[config.mk]
export PLATFORM = sky130hd
export DESIGN_NAME = byte_serial_lsu
export DESIGN_NICKNAME = d
export VERILOG_FILES = /design/src/rtl/datamem_pkg.sv /design/src/rtl/load_extend.sv /design/src/rtl/byte_serial_lsu.sv
export SDC_FILE = /design/constraint.sdc
export NUM_CORES = 1
export LEC_CHECK = 0
export ABC_AREA = 1
export CORE_ASPECT_RATIO = 1.75
export CORE_MARGIN = 4
export CORE_UTILIZATION = 40
export DETAILED_ROUTE_END_ITERATION = 6
export PLACE_DENSITY = 0.76
export SYNTH_ARGS = -nofsm -noshare
export SYNTH_HDL_FRONTEND = slang
export SYNTH_SLANG_ARGS = --single-unit
[constraint.sdc]
create_clock -name clock -period 2.3 [get_ports clock]
set_input_delay 0.46 -clock clock [delete_from_list [all_inputs] [get_ports clock]]
set_output_delay 0.46 -clock clock [all_outputs]
set_load 0.03 [all_outputs]
[src/rtl/datamem_pkg.sv]
`default_nettype none
// ------------------------------------------------------------------
// datamem_pkg : shared LSU state, access-flag encodings and helpers
// Rev 1.0
// ------------------------------------------------------------------
package datamem_pkg;

  typedef enum logic [1:0] {
    IDLE   = 2'd0,
    ACCESS = 2'd1,
    DONE   = 2'd2
  } lsuState_t;

  localparam logic [2:0] LB  = 3'b000;
  localparam logic [2:0] LH  = 3'b001;
  localparam logic [2:0] LW  = 3'b010;
  localparam logic [2:0] LBU = 3'b100;
  localparam logic [2:0] LHU = 3'b101;

  localparam logic [1:0] SB = 2'b00;
  localparam logic [1:0] SH = 2'b01;
  localparam logic [1:0] SW = 2'b10;

  function automatic logic is_illegal(input logic write, input logic [2:0] flagsForReading,
                                      input logic [1:0] flagsForWriting);
    if (write) return (flagsForWriting == 2'b11);
    return (flagsForReading == 3'b011) || (flagsForReading[2:1] == 2'b11);
  endfunction

  // Low two bits of either code give the access size: 00 byte, 01 half, 10 word.
  function automatic logic [2:0] bytes_for_flags(input logic write, input logic [2:0] flagsForReading,
                                                 input logic [1:0] flagsForWriting);
    logic [1:0] size;
    size = write ? flagsForWriting : flagsForReading[1:0];
    case (size)
      2'b00:   return 3'd1;
      2'b01:   return 3'd2;
      default: return 3'd4;
    endcase
  endfunction

endpackage
`default_nettype wire

[src/rtl/load_extend.sv]
`default_nettype none
// ------------------------------------------------------------------
// load_extend : sign/zero extension of an assembled load value
// Rev 1.0
// ------------------------------------------------------------------
module load_extend
  import datamem_pkg::*;
(
  input  logic [31:0] assembly,
  input  logic [2:0]  flagsForReading,
  output logic [31:0] extended
);

  always_comb begin
    extended = 32'h0;
    case (flagsForReading)
      LB:      extended = {{24{assembly[7]}}, assembly[7:0]};
      LH:      extended = {{16{assembly[15]}}, assembly[15:0]};
      LW:      extended = assembly;
      LBU:     extended = {24'h0, assembly[7:0]};
      LHU:     extended = {16'h0, assembly[15:0]};
      default: extended = 32'h0;
    endcase
  end

endmodule
`default_nettype wire

[src/rtl/byte_serial_lsu.sv]
`default_nettype none
// ------------------------------------------------------------------
// byte_serial_lsu : serialises word/half/byte requests onto a byte port
// Rev 1.0
// ------------------------------------------------------------------
module byte_serial_lsu
  import datamem_pkg::*;
#(
  parameter int ENDIANNESS = 1,
  parameter int ADDR_WIDTH = 32
) (
  input  logic                  clock,
  input  logic                  reset,
  input  logic                  reqValid,
  output logic                  reqReady,
  input  logic                  reqWrite,
  input  logic [ADDR_WIDTH-1:0] reqAddress,
  input  logic [2:0]            reqFlagsForReading,
  input  logic [1:0]            reqFlagsForWriting,
  input  logic [31:0]           reqValueForWriting,
  output logic                  respValid,
  output logic [31:0]           respValue,
  output logic                  respError,
  output logic [ADDR_WIDTH-1:0] memAddress,
  output logic                  memWriteEnable,
  output logic [7:0]            memWriteByte,
  input  logic [7:0]            memReadByte,
  output logic                  busy
);

  lsuState_t             r_state;
  lsuState_t             w_nextState;
  logic [ADDR_WIDTH-1:0] r_base;
  logic                  r_write;
  logic [2:0]            r_flagsForReading;
  logic [31:0]           r_data;
  logic [2:0]            r_numBytes;
  logic [1:0]            r_idx;
  logic [31:0]           r_assembly;
  logic                  r_error;

  logic                  w_accept;
  logic                  w_illegal;
  logic                  w_lastByte;
  logic [1:0]            w_lane;
  logic [31:0]           w_extended;

  assign w_accept   = reqValid && (r_state == IDLE);
  assign w_illegal  = is_illegal(reqWrite, reqFlagsForReading, reqFlagsForWriting);
  assign w_lastByte = ({1'b0, r_idx} == (r_numBytes - 3'd1));

  generate
    if (ENDIANNESS == 1) begin : g_little
      assign w_lane = r_idx;
    end else begin : g_big
      logic [2:0] w_laneFull;
      assign w_laneFull = r_numBytes - 3'd1 - {1'b0, r_idx};
      assign w_lane     = w_laneFull[1:0];
    end
  endgenerate

  load_extend u_loadExtend (
    .assembly        (r_assembly),
    .flagsForReading (r_flagsForReading),
    .extended        (w_extended)
  );

  always_ff @(posedge clock or negedge reset) begin
    if (!reset) begin
      r_state <= IDLE;
    end else begin
      r_state <= w_nextState;
    end
  end

  always_comb begin
    w_nextState = r_state;
    case (r_state)
      IDLE:    if (reqValid) w_nextState = w_illegal ? DONE : ACCESS;
      ACCESS:  if (w_lastByte) w_nextState = DONE;
      DONE:    w_nextState = IDLE;
      default: w_nextState = IDLE;
    endcase
  end

  // Every output is decoded from state so an async reset clears them at once.
  always_comb begin
    reqReady       = (r_state == IDLE);
    busy           = (r_state != IDLE);
    respValid      = (r_state == DONE);
    respError      = (r_state == DONE) && r_error;
    respValue      = 32'h0;
    memAddress     = '0;
    memWriteEnable = 1'b0;
    memWriteByte   = 8'h00;
    if (r_state == ACCESS) begin
      memAddress = r_base + {{(ADDR_WIDTH-2){1'b0}}, r_idx};
      if (r_write) begin
        memWriteEnable = 1'b1;
        memWriteByte   = r_data[{w_lane, 3'b000} +: 8];
      end
    end
    if ((r_state == DONE) && !r_write && !r_error) respValue = w_extended;
  end

  always_ff @(posedge clock or negedge reset) begin
    if (!reset) begin
      r_base            <= '0;
      r_write           <= 1'b0;
      r_flagsForReading <= 3'b000;
      r_data            <= 32'h0;
      r_numBytes        <= 3'd0;
      r_idx             <= 2'd0;
      r_assembly        <= 32'h0;
      r_error           <= 1'b0;
    end else if (w_accept) begin
      r_base            <= reqAddress;
      r_write           <= reqWrite;
      r_flagsForReading <= reqFlagsForReading;
      r_data            <= reqValueForWriting;
      r_numBytes        <= bytes_for_flags(reqWrite, reqFlagsForReading, reqFlagsForWriting);
      r_idx             <= 2'd0;
      r_assembly        <= 32'h0;
      r_error           <= w_illegal;
    end else if (r_state == ACCESS) begin
      if (!r_write) r_assembly[{w_lane, 3'b000} +: 8] <= memReadByte;
      r_idx <= r_idx + 2'd1;
    end
  end

endmodule
`default_nettype wire
==> key figures <==
Synth
  • Area share of fa/ha/maj cells after synthesis: 0.0169
  • Cell count after synthesis: 920
  • Mean Syn Cell Area: roughly 7 sq um
  • Compound-Gate Fraction of Synth Area: 0.109
  • Commonest cells post-synth: 329 x nand2_1, 135 x nor2_1, 108 x dfrtp_1
  • Post-Syn Nets: 1009
  • Area contributors post-synth: dfrtp_1 42%, nand2_1 19%, nor2_1 8.0%, inv_1 4.9%, o21ai_0 4.7%
  • Post-synth cell types: 39
  • XOR/XNOR Fraction of Synth Area: 0.00825
  • Number of enable flip-flop cells after synthesis: 0
  • Ys Warns: 0
  • Post-Syn Area: 6370 sq um
  • Dominant synthesized flop cell: dfrtp_1
  • Post-Synth Simple-Gate Area: 0.358
  • Leading area contributor after synthesis: dfrtp_1
  • Flops & latches, synth: 108
  • Sequential fraction of the synthesis area: 0.424
  • Post-synth ARST share: 1.00
  • Share of the synthesized area in the top cell type: 0.424
  • Mux share of post-synthesis cell area: 0
  • Largest family of logic cells by synthesized area: simple AND/OR/NAND/NOR gates
  • Top-count cell post-synth: nand2_1

Worst setup path
  • RR Startpoint: r_idx[0]$_DFFE_PN0N_
  • Critical path type: reg2out
  • CP Launch Type: register
  • Reg2Reg Setup Slack: 0.28 ns
  • R2r endpoint: r_assembly[31]$_DFFE_PN0P_
  • WP data arrival: roughly 2.1 ns
  • CP Max Fanout: 4
  • Nature of the critical path endpoint: primary output
  • WP data required: 1.84 ns
  • Reg2Reg Depth: 8

Route
  • Drt drc: 0
  • Routed wl met3: around 910 microns
  • Top Layer Used: met4
  • Post-DR vias/cell: 5.04
  • WL met2: ~11000 microns
  • Routed WL per cell: 15.5 microns
  • Final WL: 19800 microns
  • Total number of vias: 6450
  • Router iterations before antenna repair: 5
  • DR iter-0 viols: 349
  • Final antenna-violating net count: 0
  • Met1 Routed Length: 7250 microns

Floorplan
  • Core box area: 15500 sq um
  • Ports: 158
  • Core Rows: 60
  • Die Y: 175 microns
  • Initial Util: 0.410
  • Die width: 103 microns
  • Die area: 18100 sq um

Global route
  • Gr usage total: 0.220
  • Antenna violations before repair: 3
  • Largest net degree at the start of global routing: 67
  • Gr ovfl total: 0
  • Vias in the first global route: 6460
  • First-pass GRT wire length: 31300 microns

Pwr
  • Combinational fraction of design power: 0.535
  • Switching power: 0.00514 W
  • Maximum vdd drop: about 0.00095 V
  • Pwr/cell area: 1210 nW/um^2
  • Leakage power: 4.23 nW
  • Internal: 0.00550 W
  • Seq pwr share: 0.310
  • Switch share: 0.483
  • Clock power frac: 0.155

Worst hold path
  • Worst Hold Class: in2async

Timing
  • Min Clock Period, post-route: 2.59 ns
  • WHS: 0.0507 ns
  • Slew headroom: 0.693
  • Clk_skew: around 0.0073 ns
  • Unrepaired setup endpoints after global routing: true
  • Worst Max-Slew Pin Slew: 0.460 ns
  • Final setup fails: 27
  • F_max: 386 MHz
  • Slew Viols, Final: 0
  • Setup total negative slack: -3.91 ns
  • Period utilization: 1.13
  • Final hold viol count: 0
  • Final setup margin: -0.288 ns

Status
  • Failing checks: setup timing
  • Outcome: finished, violations left

CTS
  • Clk_lat worst skew: roughly 0.35 ns
  • Reg clk slew, reported paths: 0.08 ns
  • Total CTS buffers: 9
  • Hold buffer count at cts: 0
  • H-tree depth: 3
  • Clock Tree Buf Depth: 2
  • CTS tree: done
  • Clk sink count: 108
  • Clock root buffer: clkbuf_16

Finish
  • Layout Utilization: 0.564
  • Post-route insts no fill: 1281
  • Final nets: ~1200
  • Layout Area Growth over Synthesis: 37.5%
  • Share of layout cells above drive strength 1: 0.202
  • Fill cells: between 1000 and 1500

Placed design
  • Placer Congestion: approximately 0.93
  • # port buffers: between 150 and 200
  • Placed insts: 1251
  • Post-place setup slack: -0.0373 ns
  • DP Wirelength: 15100 microns

Job
  • Max_cap viols: 0
-- cell families after synthesis --
logic type      Yosys count
simple gates            546
compound gates          127
buf+inv                 125
flops                   108
fa+ha+maj                 8
xor+xnor                  6
-- registers in the layout (all words and copies together) (netlist names) --
| signal | cells |
|---|---|
| r_assembly | 32 |
| r_base | 32 |
| r_data | 32 |
| r_flagsForReading | 3 |
| r_numBytes | 3 |
| r_idx | 2 |
| r_state | 2 |
| r_error | 1 |
| r_write | 1 |
-- routing by layer --
layer / track usage / vias up
met5: 0 / -
met4: 0.116 / 0
met3: 0.0272 / 52
met2: 0.403 / 232
met1: 0.237 / 2953
li1: - / 3213
-- worst max-delay path by stage --
stage | start | endpoint | slack, ns
floorplan | r_idx[0]$_DFFE_PN0N_ | memAddress[2] | -0.08
global placement | r_base[0]$_DFFE_PN0P_ | memAddress[24] | -0.03
detailed placement | r_base[0]$_DFFE_PN0P_ | memAddress[16] | -0.04
CTS | r_base[0]$_DFFE_PN0P_ | memAddress[18] | -0.26
global route | r_base[0]$_DFFE_PN0P_ | memAddress[18] | -0.37
finish | r_idx[0]$_DFFE_PN0N_ | memAddress[14] | -0.29
-- cells in the final DEF (no fill, tap or decap), types with 3 or more instances in the layout --
master	Yosys	final
nand3_1	35	30
dfrtp_2	0	8
inv_4	0	3
inv_6	0	4
nor2_4	5	13
nand4_1	9	9
nand2_2	10	12
ha_1	7	5
nor2_2	6	19
diode_2	0	3
dfrtp_1	108	100
nand2_4	2	9
clkbuf_16	0	9
nor2_1	135	114
o21ai_0	60	59
buf_4	5	80
a21oi_1	25	23
clkdlybuf4s50_1	0	82
o21ai_4	2	3
o21ai_1	30	31
nor3_1	6	5
o31ai_1	3	3
buf_6	4	17
buf_12	0	6
inv_2	5	7
nand3_2	1	6
xnor2_2	0	3
inv_1	83	78
nand2_1	329	320
clkbuf_2	0	6
-- area by class of cell --
cell class / count / area, sq um / share of cell area
Antenna cell: 3 / 7.51 / 0.000857
Clock buffer: 9 / 225 / 0.0257
Inverter: 89 / 342 / 0.0390
Timing Repair Buffer: 192 / 1780 / 0.203
Sequential cell: 108 / 2710 / 0.310
Clock inverter: 7 / 90.1 / 0.0103
Tap cell: 186 / 233 / 0.0266
Multi-Input combinational cell: 687 / 3370 / 0.385
-- power by group through the flow --
stage               Combinational, W  Clock (W)  Sequential, W
floorplan                    0.00373          0        0.00311
global placement             0.00528          0        0.00324
detailed placement           0.00534          0        0.00325
finish                       0.00569    0.00165        0.00330
global route                 0.00628    0.00176        0.00340
CTS                          0.00551    0.00167        0.00323
-- through the flow --
step / instance area (sq um) / power, W
finish: 8760 / 0.0106
CTS: 8550 / 0.0104
detailed placement: 8070 / 0.00859
floorplan: 6400 / 0.00684
global placement: 8070 / 0.00852
global route: 8760 / 0.0114
-- repair_timing --
| action | 4_1_cts | 5_1_grt |
|---|---|---|
| resized for setup | 38 | 67 |
| endpoints found under the hold margin | 0 | 0 |
| buffers inserted | 5 | 6 |
| cloned | 0 | 0 |
| setup endpoints to repair | 53 | 56 |
| pin swaps | 18 | 20 |
-- worst max-delay path, cell delays in order (launching register included) --
cell and delay, ns:
dfrtp_1 0.39, ha_2 0.20, fa_2 0.37, nand2_4 0.13, nor2_4 0.05, nand2_2 0.08, nor2_4 0.06, buf_6 0.12
xnor2_2 0.12, nor2_2 0.10, buf_6 0.14
No activity file was read; power rests on OpenSTA's default activity.
